`src/rtl/hazard_detect_unit.sv`:
```
// Hazard detection for the 5-stage MIPS pipeline: MEM/WB match flags for the forwarding unit,
// a load-use stall FSM that holds PC and IF/ID and bubbles ID/EX, and saturating perf counters.
module hazard_detect_unit #(
    parameter int unsigned LOAD_LAT = 1,
    parameter int unsigned CNT_W    = 16
) (
    input  logic             CLK,
    input  logic             RST,
    input  logic             pipe_en,
    input  logic             flush,
    input  logic [4:0]       rs_id,
    input  logic [4:0]       rt_id,
    input  logic [4:0]       ex_rs,
    input  logic [4:0]       ex_rt,
    input  logic [4:0]       ex_rd,
    input  logic             ex_regwen,
    input  logic             ex_memread,
    input  logic [4:0]       mem_rd,
    input  logic             mem_regwen,
    input  logic [4:0]       wb_rd,
    input  logic             wb_regwen,
    output logic             data_hazard_mem,
    output logic             data_hazard_wb,
    output logic             pc_hold,
    output logic             ifid_hold,
    output logic             idex_bubble,
    output logic             stalling,
    output logic [CNT_W-1:0] stall_cnt,
    output logic [CNT_W-1:0] fwd_cnt
);

    typedef enum logic [0:0] {StRun, StStall} state_e;

    // The RUN cycle that detects the load-use counts as the first held cycle.
    localparam logic [2:0] LatInit    = 3'(LOAD_LAT - 1);
    localparam bit         MultiCycle = (LOAD_LAT > 1);

    state_e           state_q;
    logic [2:0]       lat_q;
    logic [CNT_W-1:0] stall_cnt_q;
    logic [CNT_W-1:0] fwd_cnt_q;

    logic haz_mem;
    logic haz_wb;
    logic load_use;
    logic hold;
    logic in_stall;

    always_comb begin
        haz_mem  = mem_regwen & (mem_rd != 5'd0) & ((mem_rd == ex_rs) | (mem_rd == ex_rt));
        haz_wb   = wb_regwen & (wb_rd != 5'd0) & ((wb_rd == ex_rs) | (wb_rd == ex_rt));
        load_use = ex_memread & ex_regwen & (ex_rd != 5'd0) &
                   ((ex_rd == rs_id) | (ex_rd == rt_id));
        in_stall = (state_q == StStall);
        // Flush squashes the dependent instruction, so holding it would be pointless.
        hold     = ~RST & ~flush & (in_stall | load_use);
    end

    assign data_hazard_mem = ~RST & haz_mem;
    assign data_hazard_wb  = ~RST & haz_wb;
    assign pc_hold         = hold;
    assign ifid_hold       = hold;
    assign idex_bubble     = hold;
    assign stalling        = ~RST & in_stall;
    assign stall_cnt       = stall_cnt_q;
    assign fwd_cnt         = fwd_cnt_q;

    always_ff @(posedge CLK) begin
        if (RST) begin
            state_q     <= StRun;
            lat_q       <= 3'd0;
            stall_cnt_q <= '0;
            fwd_cnt_q   <= '0;
        end else if (pipe_en) begin
            unique case (state_q)
                StRun: begin
                    if (load_use && !flush && MultiCycle) begin
                        state_q <= StStall;
                        lat_q   <= LatInit;
                    end
                end
                StStall: begin
                    if (flush || lat_q <= 3'd1) begin
                        state_q <= StRun;
                        lat_q   <= 3'd0;
                    end else begin
                        lat_q <= lat_q - 3'd1;
                    end
                end
            endcase

            if (idex_bubble && stall_cnt_q != '1) begin
                stall_cnt_q <= stall_cnt_q + CNT_W'(1);
            end
            if ((data_hazard_mem || data_hazard_wb) && fwd_cnt_q != '1) begin
                fwd_cnt_q <= fwd_cnt_q + CNT_W'(1);
            end
        end
    end

endmodule

```
`config.mk`:
```
export PLATFORM = sky130hd
export DESIGN_NAME = hazard_detect_unit
export DESIGN_NICKNAME = d
export VERILOG_FILES = /design/src/rtl/hazard_detect_unit.sv
export SDC_FILE = /design/constraint.sdc
export NUM_CORES = 1
export LEC_CHECK = 0
export BUFFER_PORTS_ARGS = -buffer_cell sky130_fd_sc_hd__buf_2
export CORE_MARGIN = 4
export CORE_UTILIZATION = 50
export CTS_BUF_LIST = sky130_fd_sc_hd__clkbuf_2
export CTS_CLUSTER_DIAMETER = 60
export DETAILED_ROUTE_END_ITERATION = 8
export GPL_TIMING_DRIVEN = 0
export PLACE_DENSITY = 0.87
export RECOVER_POWER = 25
export SLEW_MARGIN = 30
export SYNTH_ARGS = -nofsm -noshare
export SYNTH_HDL_FRONTEND = slang
export SYNTH_SLANG_ARGS = --single-unit
```
`constraint.sdc`:
```
create_clock -name CLK -period 3.95 [get_ports CLK]
set_input_delay 0.9875 -clock CLK [delete_from_list [all_inputs] [get_ports CLK]]
set_output_delay 0.9875 -clock CLK [all_outputs]
set_load 0.05 [all_outputs]
```
* Word level (Yosys, flattened, before mapping)
Index checks and enable logic that the tools add are counted.
** Storage, ports and cells
- Bits of input ports :: 43
- Register bits after elaboration :: 36
** Cells by class
- Reduce and logical (&&, ||, !) cells :: 10
- Bitwise operators :: 18
- Multiplexer cells :: 3
- Equal/unequal tests :: 8
- Add/subtract/negate cells :: 3
- Order comparisons :: 1
** Operator list (count)
- $add 16x1->16 const B :: 2
- $ne 16x16->1 const B :: 2
- $eq 5x5->1 :: 6
- $reduce_bool 5->1 :: 3
- $and 1x1->1 :: 12
- $reduce_and 2->1 :: 3
- $or 1x1->1 :: 4
- $le 3x1->1 const B :: 1
- $mux 3 :: 1
- $sub 3x1->3 const B :: 1
- $logic_and 1x1->1 :: 2
- $logic_or 1x1->1 :: 2
- $mux 1 :: 2
- $not 1->1 :: 2

* Longest topological paths before layout
- Depth after elaboration :: 7
- Mapped depth :: 9
- Mapped depth without buffers :: 7

* Worst setup path after synthesis
OpenSTA, ideal clock, no wires.
- Path type :: input to output
- Start point :: in ex_rd[4]
- End point :: out ifid_hold
- Required time :: 2.963 ns
- Path slack :: -0.036 ns
- Stages :: 6
- Buffers on the path :: 1
- Data arrival time :: 2.999 ns
- Cells stage by stage :: xnor2_1 > nand3_1 > o22ai_1 > a21oi_1 > nor3_1 > buf_4
** On the way
- Longest elaborated chain between the ends :: 5
- Elaborated cells on any way between the ends :: 8
- Those cells by class :: eq/ne: 2; bitwise: 5; reduce/logical: 1
** RTL lines
- start: declaration :: RTL line 15 : input logic [4:0] ex_rd,
- $eq 5x5->1 or $reduce_bool 5->1 (tied branches) :: RTL line 53, 52
- $or 1x1->1 or $and 1x1->1 (tied branches) :: RTL line 53, 52
- $and 1x1->1 * :: RTL line 52 : load_use = ex_memread & ex_regwen & (ex_rd != 5'd0) &
- $or 1x1->1 * :: RTL line 56 : hold = ~RST & ~flush & (in_stall | load_use);
- $and 1x1->1 * :: RTL line 56
- end: declaration :: RTL line 25 : output logic ifid_hold,
Mark *: on every way between the ends. The rest lies on a longest branch, timed or not.

* Final worst setup path
- Start point :: in ex_rd[0]
- End point :: out ifid_hold
The elaborated chain is that of the path after synthesis.

==> qor.yml <==
clock_network:
  tritoncts: "built"
  cts_resized: 0
  clock_path_buffers: 2
  holdBufCountCts: 0
  clk-insertion-delay-late_ns: 0.39
  numCtsBuffers: 5
  h-tree-depth: 2
  clk_pin_slew_ns: 0.17
  clockRootBuffer: "clkbuf_2"
  cts_setup_buffers: 0
  clock-sinks: 36
synth:
  synth.top_cell.area_share: 0.325
  yosysWarnings: 0
  ys_types: 42
  synthTopCellsByArea: "dfxtp_1, xor2_1, a21oi_1, or3_1, xnor2_1"
  postSynthAreaPerCell_um2: 7.86
  synthCells: 282
  syn_area_um2: 2220
  synth_largest_area_cell: "dfxtp_1"
  syn-num-nets: 329
  async_reset_ff_frac: 0
  synth_top_flop_cell: "dfxtp_1"
  synth_seq_cells: 36
  seq_area_frac_synth: 0.325
  synth_edf_count: 0
final_layout:
  final_nets: 416
  register_area_um2: 721
  syn_to_final_growth_pct: 22.0
  layout_common_cells: "buf_2, dfxtp_1, a21oi_1"
  n_antenna_cell: 0
  multi_input_area_um2: 1400
  drive_above_1_share: 0.222
  fillCellCount: 372
  layout_commonest_cell: "buf_2"
  final_core_util: 0.652
sta:
  finalSetupViolations: 0
  finalClockSkew_ns: 0.0172
  fmax_mhz: 293
  fin_crit_sh: 0.863
  slew_headroom: 0.598
  drv_slew: 0
  final-hold-violation-count: 0
  tightestPinTransition_ns: 0.605
  tns_ns: 0
  grt_setup_unrepaired: "no"
  fin_crit_ns: 3.41
drt:
  ant_nets: 0
  routed_wl_um: 5640
  first_pass_iters: 4
  drtIter0Drc: 126
  vias: 2385
  drc: 0
  viasPerCell: 5.68
  wl_per_cell_um: 13.4
floorplan:
  initial_core_util: 0.535
  row_count: 23
  die_width_um: 74.6
  io_pins: 81
  dieHeight_um: 74.6
  dieArea_um2: 5560
  coreArea_um2: 4140
global_route:
  antenna_found_initial: 0
  grt_pass1_wl_um: 9320
  overflow: 0
  grt_max_degree: 12
  grt_pass1_vias: 2193
  grt_usage: 0.208
pwr:
  p_per_area_nw_per_um2: 228
  max-vdd-ir-drop_v: 0.000125
  p_leak_uw: 0.00102
place:
  port_buffers: 80
  routabilityCongestion: 0.859
  dp_hpwl_um: 4450
worst_setup_path:
  crit_type: "primary input to primary output"
  reg2reg_from: "stall_cnt[3]$_SDFFE_PP0P_"
  endpoint: "ifid_hold"
  cp_data_arrival_time_ns: 2.42
  r2r_setup_slack_ns: 1.74
  critPathMaxFanout: 3
  r2r_cells: 8
  critPathLaunch: "ex_rd[0]"
  cp-end-kind: "primary output"
  start_kind: "primary input"
  crit_required_ns: 2.96
  worstReg2RegEnd: "stall_cnt[1]$_SDFFE_PP0P_"
hold_path:
  hold_class: "flop to flop"
  hp-start: "lat_q[2]$_SDFFE_PP0P_"
status:
  status: "finished clean"
run:
  drv_cap: 0
-- per-stage QoR --
stage          power [µW]  setup WS, ns  hold WS [ns]  area [µm²]  std cells
5_1_grt               651         0.468         0.537        2700        420
3_3_place_gp          458         0.564         0.470        2680        412
4_1_cts               624         0.533         0.511        2720        420
6_report              618         0.541         0.513        2700        420
2_1_floorplan         419         0.476         0.457        2220        282
3_5_place_dp          460         0.533         0.488        2680        412
-- cells by family after synthesis --
kind of cell / after synthesis / synth area share
AO/OA/AOI/OAI: 78 / 0.205
XOR/XNOR: 31 / 0.123
adder cells (fa/ha/maj): 4 / 0.0226
buffers and inverters: 19 / 0.0452
flip-flops: 36 / 0.325
multiplexers: 2 / 0.00960
AND/OR/NAND/NOR: 112 / 0.270
-- power breakdown --
part           leakage, µW  switching (µW)  total, µW  internal [µW]
clock network    0.0000302             125        165           39.7
logic             0.000697            48.4       88.1           39.7
registers         0.000290           0.330        364            364
total              0.00102             174        618            443
-- area by class of cell --
class	count	share of cell area
Timing Repair Buffer	80	0.141
Buffer	12	0.0273
Clock inverter	3	0.00509
Clock buffer	5	0.00925
Sequential cell	36	0.267
Multi-Input combinational cell	227	0.518
Inverter	7	0.00972
Tap cell	50	0.0231
-- worst max-delay path: stages --
cell	delay, ns
buf_2	0.12
or3_1	0.38
o311a_1	0.33
a21oi_1	0.19
nor3_2	0.07
buf_4	0.15
buf_2	0.20
-- how the worst min path moves through the flow --
stage	depth (start not counted)	end	slack (ns)
after floorplan	2	lat_q[1]$_SDFFE_PP0P_	0.46
after global placement	2	lat_q[2]$_SDFFE_PP0P_	0.47
after global routing	2	fwd_cnt[15]$_SDFFE_PP0P_	0.54
after detailed placement	2	fwd_cnt[15]$_SDFFE_PP0P_	0.49
final	2	lat_q[2]$_SDFFE_PP0P_	0.51
after CTS	2	fwd_cnt[15]$_SDFFE_PP0P_	0.51
-- metal layers --
layer,part of all wire,vias up,GRT usage
li1,-,1211,-
met5,0,-,0
met3,0.076,8,0.0432
met1,0.43,1073,0.258
met2,0.48,93,0.369
met4,0.010,0,0.0494
-- flip-flops by register name, summed over array words and instances (netlist names) --
register and flops:
in_stall 1, fwd_cnt 16, lat_q 3, stall_cnt 16
-- cells in the mapped netlist (3+ instances only) --
cell	number
o21ai_1	9
ha_1	4
nor2_1	20
nand2_1	20
nand3_1	14
o31ai_1	7
or4_1	10
and3_1	3
dfxtp_1	36
inv_1	7
clkbuf_1	5
xor2_1	21
a21oi_1	33
or3_1	21
nand4_1	8
o21ai_0	13
nor3_1	8
xnor2_1	10
buf_4	3
Note: power is estimated with default switching activity, not from simulation.
